`src/rtl/retospect_pkg.sv`:
```
// Shared types and constants for the retospect configuration loader.
//   bl_state_t        : loader state encoding
//   CRC8_POLY         : CRC-8 polynomial (x^8 + x^2 + x + 1)
//   CHAIN_LEN_DEFAULT : scan-chain length of the full array (6x8 + 50x19)
//   crc8_step         : one bitwise CRC-8 update
package retospect_pkg;

  typedef enum logic [1:0] {
    ST_IDLE = 2'd0,
    ST_LOAD = 2'd1,
    ST_ARM  = 2'd2,
    ST_DONE = 2'd3
  } bl_state_t;

  localparam logic [7:0]  CRC8_POLY         = 8'h07;
  localparam int unsigned CHAIN_LEN_DEFAULT = 998;

  function automatic logic [7:0] crc8_step(input logic [7:0] crc, input logic b);
    return {crc[6:0], 1'b0} ^ ((crc[7] ^ b) ? CRC8_POLY : 8'h00);
  endfunction

endpackage

```
`src/rtl/retospect_crc8_serial.sv`:
```
// Bit-serial CRC-8 accumulator (init 0x00).
//   clk, reset : clock, synchronous active-high reset
//   clear      : restart the CRC at 0x00 (wins over en)
//   en         : fold bit_in into the CRC this cycle
//   bit_in     : serial data bit
//   crc        : current CRC value
module retospect_crc8_serial
  import retospect_pkg::*;
(
  input  logic       clk,
  input  logic       reset,
  input  logic       clear,
  input  logic       en,
  input  logic       bit_in,
  output logic [7:0] crc
);

  logic [7:0] crc_q, crc_d;

  always_comb begin
    crc_d = crc_q;
    if (clear) begin
      crc_d = '0;
    end else if (en) begin
      crc_d = crc8_step(crc_q, bit_in);
    end
  end

  always_ff @(posedge clk) begin
    if (reset) begin
      crc_q <= '0;
    end else begin
      crc_q <= crc_d;
    end
  end

  assign crc = crc_q;

endmodule

```
`src/rtl/retospect_bitloader.sv`:
```
// Configuration front-end: accepts bytes over valid/ready and shifts them
// LSB-first onto the array scan chain, then pulses reset_nn once.
//   start/abort          : begin (IDLE/DONE) / cancel (LOAD) a load
//   in_data/in_valid     : byte stream in; in_ready when a byte is taken
//   config_en/cfg_bs     : registered chain enable and serial bit
//   cfg_ret              : chain tail, sampled on config_en cycles
//   reset_nn             : one-cycle arm pulse after a complete load
//   busy/done            : LOAD or ARM / DONE
//   bit_count            : chain bits shifted in the current load
//   tx_crc/rx_crc        : CRC-8 of bits sent / bits returned
module retospect_bitloader
  import retospect_pkg::*;
#(
  parameter int unsigned CHAIN_LEN = CHAIN_LEN_DEFAULT,
  parameter int unsigned CNT_W     = 10
) (
  input  logic             clk,
  input  logic             reset,
  input  logic             start,
  input  logic             abort,
  input  logic [7:0]       in_data,
  input  logic             in_valid,
  output logic             in_ready,
  output logic             config_en,
  output logic             cfg_bs,
  input  logic             cfg_ret,
  output logic             reset_nn,
  output logic             busy,
  output logic             done,
  output logic [CNT_W-1:0] bit_count,
  output logic [7:0]       tx_crc,
  output logic [7:0]       rx_crc
);

  localparam logic [CNT_W-1:0] LEN_C = CNT_W'(CHAIN_LEN);

  bl_state_t        state_q, state_d;
  logic [6:0]       sh_q, sh_d;    // byte bits still to go after the one on cfg_bs
  logic [2:0]       rem_q, rem_d;  // number of valid bits in sh_q
  logic [CNT_W-1:0] cnt_q, cnt_d;
  logic             cfg_en_q, cfg_en_d;
  logic             cfg_bs_q, cfg_bs_d;
  logic             rst_nn_q, rst_nn_d;
  logic             crc_clr;
  logic [CNT_W-1:0] left_w;

  assign left_w   = LEN_C - cnt_q;
  assign in_ready = (state_q == ST_LOAD) && (rem_q == 3'd0) && (cnt_q < LEN_C);

  always_comb begin
    state_d  = state_q;
    sh_d     = sh_q;
    rem_d    = rem_q;
    cnt_d    = cnt_q;
    cfg_en_d = 1'b0;
    cfg_bs_d = cfg_bs_q;
    rst_nn_d = 1'b0;
    crc_clr  = 1'b0;
    case (state_q)
      ST_IDLE, ST_DONE: begin
        if (start && !abort) begin
          state_d = ST_LOAD;
          sh_d    = '0;
          rem_d   = '0;
          cnt_d   = '0;
          crc_clr = 1'b1;
        end
      end
      ST_LOAD: begin
        if (abort) begin
          state_d = ST_IDLE;
        end else if (cnt_q == LEN_C) begin
          state_d  = ST_ARM;
          rst_nn_d = 1'b1;
        end else if (rem_q != 3'd0) begin
          cfg_en_d = 1'b1;
          cfg_bs_d = sh_q[0];
          sh_d     = {1'b0, sh_q[6:1]};
          rem_d    = rem_q - 3'd1;
          cnt_d    = cnt_q + CNT_W'(1);
        end else if (in_valid && in_ready) begin
          // Bit 0 goes straight to the output register so a byte accepted
          // at h is on the chain from h+1; only the chain's remaining
          // length is kept from a final partial byte.
          cfg_en_d = 1'b1;
          cfg_bs_d = in_data[0];
          sh_d     = in_data[7:1];
          rem_d    = (left_w >= CNT_W'(8)) ? 3'd7 : 3'(left_w - CNT_W'(1));
          cnt_d    = cnt_q + CNT_W'(1);
        end
      end
      ST_ARM:  state_d = ST_DONE;
      default: state_d = ST_IDLE;
    endcase
  end

  always_ff @(posedge clk) begin
    if (reset) begin
      state_q  <= ST_IDLE;
      sh_q     <= '0;
      rem_q    <= '0;
      cnt_q    <= '0;
      cfg_en_q <= 1'b0;
      cfg_bs_q <= 1'b0;
      rst_nn_q <= 1'b0;
    end else begin
      state_q  <= state_d;
      sh_q     <= sh_d;
      rem_q    <= rem_d;
      cnt_q    <= cnt_d;
      cfg_en_q <= cfg_en_d;
      cfg_bs_q <= cfg_bs_d;
      rst_nn_q <= rst_nn_d;
    end
  end

  // Both CRCs fold on the edge where the chain captures cfg_bs.
  retospect_crc8_serial u_tx_crc (
    .clk    (clk),
    .reset  (reset),
    .clear  (crc_clr),
    .en     (cfg_en_q),
    .bit_in (cfg_bs_q),
    .crc    (tx_crc)
  );

  retospect_crc8_serial u_rx_crc (
    .clk    (clk),
    .reset  (reset),
    .clear  (crc_clr),
    .en     (cfg_en_q),
    .bit_in (cfg_ret),
    .crc    (rx_crc)
  );

  assign config_en = cfg_en_q;
  assign cfg_bs    = cfg_bs_q;
  assign reset_nn  = rst_nn_q;
  assign busy      = (state_q == ST_LOAD) || (state_q == ST_ARM);
  assign done      = (state_q == ST_DONE);
  assign bit_count = cnt_q;

endmodule
```
`config.mk`:
```
export PLATFORM = sky130hd
export DESIGN_NAME = retospect_bitloader
export DESIGN_NICKNAME = d
export VERILOG_FILES = /design/src/rtl/retospect_pkg.sv /design/src/rtl/retospect_crc8_serial.sv /design/src/rtl/retospect_bitloader.sv
export SDC_FILE = /design/constraint.sdc
export NUM_CORES = 1
export LEC_CHECK = 0
export ABC_CLOCK_PERIOD_IN_PS = 4830
export CAP_MARGIN = 20
export CORE_MARGIN = 2
export CORE_UTILIZATION = 41
export DETAILED_ROUTE_END_ITERATION = 8
export MAX_ROUTING_LAYER = met4
export PLACE_DENSITY = 0.66
export REMOVE_ABC_BUFFERS = 1
export SYNTH_ARGS = -nofsm -noshare
export SYNTH_HDL_FRONTEND = slang
export SYNTH_SLANG_ARGS = --single-unit
```
`constraint.sdc`:
```
create_clock -name clk -period 4.83 [get_ports clk]
set_input_delay 0.483 -clock clk [delete_from_list [all_inputs] [get_ports clk]]
set_output_delay 0.483 -clock clk [all_outputs]
set_load 0.01 [all_outputs]
```
==> flow_summary_export.csv <==
group,metric,value,unit
run_status,status,"complete, no violations",
power_and_ir_drop,ir_drop,0.130,mV
setup_path,r2r_setup_slack,2.17,ns
layout,area_growth,24.5,%
floorplan,die-height,78.1,um
floorplan,dieArea,6090,um2
timing,worst_pin_slew,0.915,ns
setup_path,crit_required,4.35,ns
yosys,avgSynthCellArea,8.96,um2
placement,port_buffers,45,
cts,root_buffer,"clkbuf_8",
timing,rsz0062_at_grt,"no",
yosys,synth_edf_count,0,
timing,hold_violations,0,
global_route,grt_antenna_before_repair,0,
routing,wl,4970,um
timing,finClkSkew,0.00457,ns
layout,fill_cells,496,
floorplan,rows,26,
min_path,hold_class,"reg -> reg",
layout,finish.utilization,53.8,%
global_route,grt_pass1_wl,8480,um
power_and_ir_drop,power.leakage,0.979,nW
routing,vias,1936,
routing,drt-wirelength-per-cell,13.8,um
placement,gp_congestion,0.839,
cts,cts.sinks,41,
yosys,ys_ff_latch,41,
run,maxCapViolCount,0,
yosys,yosysUniqueCellTypes,48,
timing,max_freq,343,MHz
global_route,grt_usage,17.4,%
cts,cts_buffers,5,
global_route,grt_pass1_vias,1691,
cts,cts_resized,0,
yosys,ys_warn_count,0,
setup_path,startpoint,"rem_q[0]",
global_route,grt_max_degree,20,
yosys,synth-seq-area-share,36.5,%
placement,dpl.hpwl,3500,um
timing,setup_viol,0,
cts,htreeDepth,2,
yosys,synth_top_area_share,36.5,%
global_route,grt_overflow,0,
layout,antenna_cells,0,
placement,place_ws,2.19,ns
routing,ant_nets,0,
cts,path_clk_slew,0.07,ns
timing,fin_crit,2.91,ns
power_and_ir_drop,p_per_area,267,nW/um2
cts,cts_tree,"yes",
yosys,synth_cells,251,
cts,hold_buffers,0,
routing,drt_iter0_drc,97,
timing,finalSetupTns,0,ns
cts,postCtsSetupRepairBufs,0,
floorplan,initial_utilization,43.2,%
floorplan,io_pins,46,
setup_path,crit_path_start_kind,"register",
setup_path,reg2reg_depth,7,
layout,nets,316,
setup_path,timing.rr.start,"rem_q[0]",
setup_path,worstSetupEndpointType,"output port",
routing,viasPerCell,5.36,
setup_path,critPathKind,"reg -> out",
timing,setup_slack,1.92,ns
yosys,synth.area.top_cells,"dfxtp_1 (37%), mux2i_1 (9.8%), ha_1 (6.1%)",
floorplan,fp.dieW,78.1,um
yosys,yosys.area.top_type,"dfxtp_1",
routing,drt_pre_antenna_iters,4,
layout,drive_gt1_share,6.19,%
timing,relSlewSlack,38.9,%
setup_path,endpoint,"in_ready",
yosys,async_reset_ff_share,0,%
setup_path,crit_fanout,12,
floorplan,core-area,5200,um2
cts,clkLatencyLatePin,0.28,ns
timing,slew_viol_final,0,
yosys,synthFlopType,"dfxtp_1",
timing,fin_crit_sh,60.3,%
routing,drc,0,
cts,clk_path_buf_depth,2,
yosys,syn_area,2250,um2
setup_path,rr_endpoint,"rem_q[1]",
setup_path,crit_arrival,2.43,ns
-- cells in the mapped netlist (all sizes together) (2+ instances only) --
master and instances:
nor3 13, buf 5, a2111oi 2, ha 11
nor2b 2, dfxtp 41, nand2 34, or2 2
nand4 4, nand2b 4, or3 5, o21ai 5
a21oi 11, and4bb 2, inv 10, o2111ai 2
a32o 3, mux2i 22, or2b 2, nand3 6
nor2 23, xnor2 6, clkbuf 7, a311oi 7
a211oi 7
-- flip-flops by register name, summed over array words and instances (netlist names) --
| signal | cells |
|---|---|
| sh_q | 7 |
| u_rx_crc.crc | 8 |
| state_q | 2 |
| config_en | 1 |
| cfg_bs | 1 |
| reset_nn | 1 |
| u_tx_crc.crc | 8 |
| rem_q | 3 |
| bit_count | 10 |
-- layout by cell type (no fill, tap or decap), drive strengths merged, types with 3 or more instances in the layout --
master	synthesis	final
a211oi	7	7
a21oi	11	11
a311oi	7	7
a32o	3	3
clkbuf	7	7
clkdlybuf4s50	0	45
dfxtp	41	41
ha	11	11
inv	10	10
mux2i	22	22
nand2	34	34
nand2b	4	4
nand3	6	6
nand4	4	4
nor2	23	23
nor3	13	13
o21ai	5	5
or3	5	5
xnor2	6	6
-- kinds of logic after synthesis --
group	share of synthesized area, %
muxes	9.79
and+or+nand+nor	23.7
xor gates and xnor gates	2.34
DFF	36.5
AOI/OAI and AO/OA	16.7
buffers and inverters	4.90
adders and majority gates	6.12
-- metrics by stage --
step | cells | power [mW] | hold slack (ns) | cell area, um2
floorplan | 239 | 0.477 | 0.438 | 2180
global placement | 354 | 0.532 | 0.457 | 2710
detailed placement | 354 | 0.534 | 0.466 | 2710
CTS | 361 | 0.758 | 0.477 | 2800
global route | 361 | 0.797 | 0.500 | 2800
finish | 361 | 0.749 | 0.475 | 2800
-- worst max-delay path, cell delays in order, from the launching register on --
cell and delay (ns):
dfxtp_1 0.32, inv_1 0.08, ha_1 0.18, nor2b_1 0.71, nand2_1 0.11, nor2_1 0.18
clkdlybuf4s50_1 0.56
-- routing by layer --
layer	global-route usage, %	up-vias	routed length [um]
met2	25.2	63	2170
met5	-	-	0
met1	25.1	884	2520
met3	3.33	7	217
met4	4.04	0	57
li1	-	982	-
-- worst min path at each step --
| stage | startpoint | to | slack, ns | depth (start not counted) |
|---|---|---|---|---|
| 2_1_floorplan | sh_q[6] | sh_q[6] | 0.44 | 2 |
| 3_3_place_gp | rem_q[1] | rem_q[1] | 0.46 | 1 |
| 3_5_place_dp | sh_q[6] | sh_q[6] | 0.47 | 2 |
| 4_1_cts | sh_q[6] | sh_q[6] | 0.48 | 2 |
| 5_1_grt | sh_q[6] | sh_q[5] | 0.50 | 2 |
| 6_report | sh_q[6] | sh_q[6] | 0.47 | 2 |
-- final cells by class --
class / instances / area, um2 / share of cell area [%]
clock buffer: 7 / 86.3 / 3.08
multi-input combinational: 188 / 1320 / 47.1
tap: 70 / 87.6 / 3.13
timing repair buffer: 45 / 450 / 16.1
sequential: 41 / 821 / 29.3
inverter: 10 / 37.5 / 1.34
-- where the power goes --
part,internal [mW],switching (mW)
clock,0.113,0.108
combinational,0.0679,0.0902
sequential,0.353,0.0164
Note: power is estimated with default switching activity, not from simulation.
==> patch 1 (config.mk and constraints unchanged) <==
Re-encode `bl_state_t` (4 states) as one-hot, 4 bits wide.
--- a/src/rtl/retospect_pkg.sv
+++ b/src/rtl/retospect_pkg.sv
@@ -6,9 +6,9 @@
 package retospect_pkg;
 
-  typedef enum logic [1:0] {
-    ST_IDLE = 2'd0,
-    ST_LOAD = 2'd1,
-    ST_ARM  = 2'd2,
-    ST_DONE = 2'd3
+  typedef enum logic [3:0] {
+    ST_IDLE = 4'b0001,
+    ST_LOAD = 4'b0010,
+    ST_ARM  = 4'b0100,
+    ST_DONE = 4'b1000
   } bl_state_t;
 
Check against the original RTL: same outputs for any inputs over 10 cycles, from zero or initial values and one cycle with reset high; not proved beyond that.
==> patch 1 against the unedited design <==
- hold slack lost 19 ps
- critical endpoint is now rem_q[1]
- final area shrank 4.0%
- critical path depth shrank 1
- sequential cell count grew 2
- worst setup slack gained 96 ps
- routed wire length shrank 15%
- synthesized area shrank 5.8%
- synthesized cell count shrank 4.4%
- via count shrank 11%
Power is not compared: it rests on default switching activity, and its combinational part moved more than twofold at a synthesized area within 25%.
==> patch 1: results (changes against the unedited design) <==
status:
  status: "complete, no violations"
synthesis:
  ys_seq_area_share_pct: 40.7  # +4.2 points
  ys_top_cells_by_area: "dfxtp_1 41%, mux2i_1 10%, nor2_1 6.7%"
  postSynthAreaPerCell_um2: 8.82  # -1.5%
  yosys-top-cells-count: "43 x dfxtp_1, 38 x nor2_1, 22 x mux2i_1"
  synth.distinct_cells: 41  # -15%
  synthArstFlopShare_pct: 0  # unchanged
drt:
  met1_length_um: 2150  # -15%
  drt_iter0_drc: 52  # -46%
  post_drt_wl_per_cell_um: 12.1  # -12%
  route.met2.wl_um: 1850  # -15%
  routed_via_density: 4.95  # -7.6%
sta:
  slew_headroom_pct: 31.4  # -7.5 points
  skew_ps: 4.72  # +0.153 ps
  hold_violations: 0  # unchanged
place:
  placed_cell_area_um2: 2570  # -5.1%
  dp_cells: 340  # -4.0%
  dpl.hpwl_um: 3060  # -13%
  dp_slack_ps: 1830  # -354 ps
  place.gp.congestion: 0.801  # -4.5%
global_route:
  grt_pass1_wl_um: 6950  # -18%
  grt_pass1_vias: 1450  # -14%
  grt_max_degree: 23  # +15%
cells_and_area:
  finalNonFillerCells: 348  # -3.6%
  drive_above_1_share_pct: 3.60  # -2.6 points
  n_fill_cell: 475  # -4.2%
clocking:
  cts_root_buf: "clkbuf_8"
setup_path:
  critical_path.max_fanout: 18  # +6
-- patch 1: final timing paths --
kind / slack [ps] / cells past startpoint / to / from
worst max-delay path: 2010 / 5 / rem_q[1] / state_q[1]
worst min-delay path: 460 / 2 / rem_q[1] / rem_q[1]
worst max register to register: 2010 / 5 / rem_q[1] / state_q[1]
worst min register to register: 460 / 2 / rem_q[1] / rem_q[1]
-- patch 1: cells by family after synthesis --
logic type | count (synthesis) | synth area share [%]
compound gates | 42 | 12.9
xor+xnor | 14 | 5.79
fa+ha+maj | 7 | 4.14
buf+inv | 21 | 5.02
flops | 43 | 40.7
mux | 22 | 10.4
simple gates | 91 | 21.0
-- patch 1: per-layer routing --
metal | up-vias | global-route usage [%]
li1 | 913 | -
met1 | 774 | 23.5
met2 | 32 | 22.4
met3 | 5 | 3.97
met4 | 0 | 5.26
met5 | - | -
-- patch 1: where the power goes --
group | internal, mW | switching [mW]
clock network | 0.154 | 0.126
registers | 0.362 | 0.0104
logic | 0.0315 | 0.0362
total | 0.548 | 0.172
-- patch 1: layout make-up --
type | instances | area [um^2] | share of cell area [%]
sequential | 43 | 861 | 32.0
multi-input combinational | 176 | 1150 | 42.8
clock buffer | 5 | 68.8 | 2.56
tap | 70 | 87.6 | 3.26
timing repair buffer | 46 | 458 | 17.0
inverter | 5 | 18.8 | 0.698
clock inverter | 3 | 43.8 | 1.63
-- patch 1: critical path, stage by stage (launching register included) --
cell	delay [ps]
dfxtp_1	490
or4b_4	560
o31a_1	390
nor2_1	810
o311ai_0	290
a21oi_1	200
==> patch 2 (same settings) <==
Without the edit above. `CNT_W`: 10 -> 8.
--- a/src/rtl/retospect_bitloader.sv
+++ b/src/rtl/retospect_bitloader.sv
@@ -13,5 +13,5 @@
 #(
   parameter int unsigned CHAIN_LEN = CHAIN_LEN_DEFAULT,
-  parameter int unsigned CNT_W     = 10
+  parameter int unsigned CNT_W     = 8
 ) (
   input  logic             clk,
Interface: changed (resized bit_count); port bits go from 46 to 44. The function was not compared with the original's and may differ.
==> patch 2 against the unedited design <==
- synthesized area fell by 7.1%
- critical path depth stayed put
- register-to-register slack gained 450 ps
- final area is 5.8% lower
- clock skew is 2.1 ps higher
- total power increased by 19%
- routed wire length shrank 16%
- sequential cell count down 2
- fmax is 14% higher
- final cell count fell by 8.9%
- count of clock-buffer cells in the layout is 2 lower
- worst setup slack better by 360 ps
- hold slack worse by 18 ps
- critical endpoint unchanged
==> patch 2: results (changes against the unedited design) <==
status:
  status: "complete, no violations"
clocking:
  cts_buffer_depth: 2  # unchanged
  clk_pin_slew_worst_paths_ps: 70  # about the same
  cts_root_buf: "clkbuf_8"
  postCtsSetupRepairBufs: 0  # unchanged
  cts_resized: 0  # unchanged
  htree_levels: 2  # unchanged
  insertion_delay_ps: 290
  numCtsBuffers: 5  # unchanged
sta:
  hold_violations: 0  # unchanged
  skew_ps: 6.64  # +2.07 ps
  worst_slew_pin_slew_ps: 898  # -16.4 ps
place:
  dpl.hpwl_um: 2930  # -16%
  placed_cell_area_um2: 2520  # -7.2%
  numPortBuffers: 43  # -4.4%
  place.gp.congestion: 0.796  # -5.1%
drt:
  totalWireLength_um: 4190  # -16%
  drt_iter0_drc: 35  # -64%
  drtPass1Iterations: 4  # unchanged
  routed_via_density: 5.08  # -5.2%
cells_and_area:
  fin_nets: 285  # -9.8%
  n_antenna_cell: 0  # unchanged
  n_fill_cell: 475  # -4.2%
  drive_above_1_share_pct: 11.1  # +4.9 points
synthesis:
  synthArstFlopShare_pct: 0  # unchanged
  yosys.area.top_type: "dfxtp_1"
  synth-warning-count: 0  # unchanged
  yosys-top-cells-count: "39 x dfxtp_1, 39 x nor2_1, 20 x mux2i_1"
  ys_top_cells_by_area: "dfxtp_1 37%, mux2i_1 9.6%, nor2_1 7.0%"
  ys_seq_area_share_pct: 37.4  # +0.88 points
  synth.distinct_cells: 53  # +10%
setup_path:
  crit_arrival_ps: 2070  # -360 ps
  cp-startpoint: "bit_count[0]"
  rr_worst_depth: 8  # +1
  rr_endpoint: "bit_count[3]"
  critical_path.max_fanout: 7  # -5
  reg2reg_slack_ps: 2620  # +450 ps
global_route:
  grt_pass1_vias: 1508  # -11%
  antenna_found_initial: 0  # unchanged
  grt_pass1_wl_um: 6970  # -18%
  grt_max_degree: 20  # unchanged
  grt_overflow: 0  # unchanged
  grt_usage_pct: 16.3  # -1.0 points
flow_run:
  cap_violations: 0  # unchanged
min_path:
  hold_end: "rem_q[0]"
  min_from: "rem_q[0]"
  min_path_type: "reg -> reg"
  holdPathStages: 2  # unchanged
power:
  peakVddDrop_v: 0.000266  # +110%
  leakage_nw: 0.942  # -3.7%
patch 2: cell count changes after synthesis, sizes merged, moves of 4 or more:
cell    change
nor3       -11
a211oi      +4
a311oi      -7
nor2       +17
clkbuf      -4
a21oi       +4
nand2      -25
buf         +4
patch 2: kinds of logic (layout without fill, tap and decap cells):
logic type / count (synthesis) / count (layout) / synth area share, %
and+or+nand+nor: 76 / 76 / 18.4
AOI/OAI and AO/OA: 47 / 47 / 18.8
xor gates and xnor gates: 11 / 11 / 4.61
adders and majority gates: 10 / 10 / 5.99
buffers and inverters: 19 / 59 / 5.27
DFF: 39 / 39 / 37.4
muxes: 20 / 20 / 9.59
patch 2: power breakdown:
group          internal, mW  switching [mW]
Combinational         0.109           0.141
Sequential            0.345          0.0242
Clock                 0.154           0.118
patch 2: layout make-up:
type	count	area share, %
multi-input cells	164	45.4
clock inverters	3	1.66
inverters	7	0.996
flip-flops and latches	39	29.6
well taps	67	3.18
clock buffers	5	2.61
repair buffers	44	16.6
patch 2: per-layer routing:
| layer | share of wire [%] | global-route usage, % | wire length, um |
|---|---|---|---|
| met1 | 48 | 21.9 | 2030 |
| met2 | 46 | 25.2 | 1910 |
| met4 | 0.83 | 4.09 | 35 |
| met3 | 5.1 | 3.57 | 215 |
| met5 | 0 | - | 0 |
patch 2: stage by stage:
step | util (%) | hold slack (ps) | std cells | worst slack, ps | power [mW]
global placement | 52.3 | 451 | 320 | 2420 | 0.625
detailed placement | 52.3 | 452 | 320 | 2410 | 0.628
global route | 54.8 | 490 | 329 | 2100 | 0.946
CTS | 54.6 | 462 | 328 | 2240 | 0.901
floorplan | - | 425 | 210 | 2840 | 0.554
finish | 54.8 | 457 | 329 | 2280 | 0.891
patch 2: worst max path at each step:
stage / end / slack [ps] / depth (start not counted)
3_5_place_dp: u_rx_crc.crc[4] / 2410 / 4
3_3_place_gp: u_tx_crc.crc[2] / 2420 / 4
2_1_floorplan: bit_count[3] / 2840 / 8
5_1_grt: in_ready / 2100 / 6
6_report: in_ready / 2280 / 6
4_1_cts: in_ready / 2240 / 6
patch 2: worst max-delay path: stages (launching register included):
cell and delay (ps):
dfxtp_1 460, inv_1 120, ha_1 260, o21ai_1 210, a21oi_1 100, nor2_1 100
clkdlybuf4s50_1 540
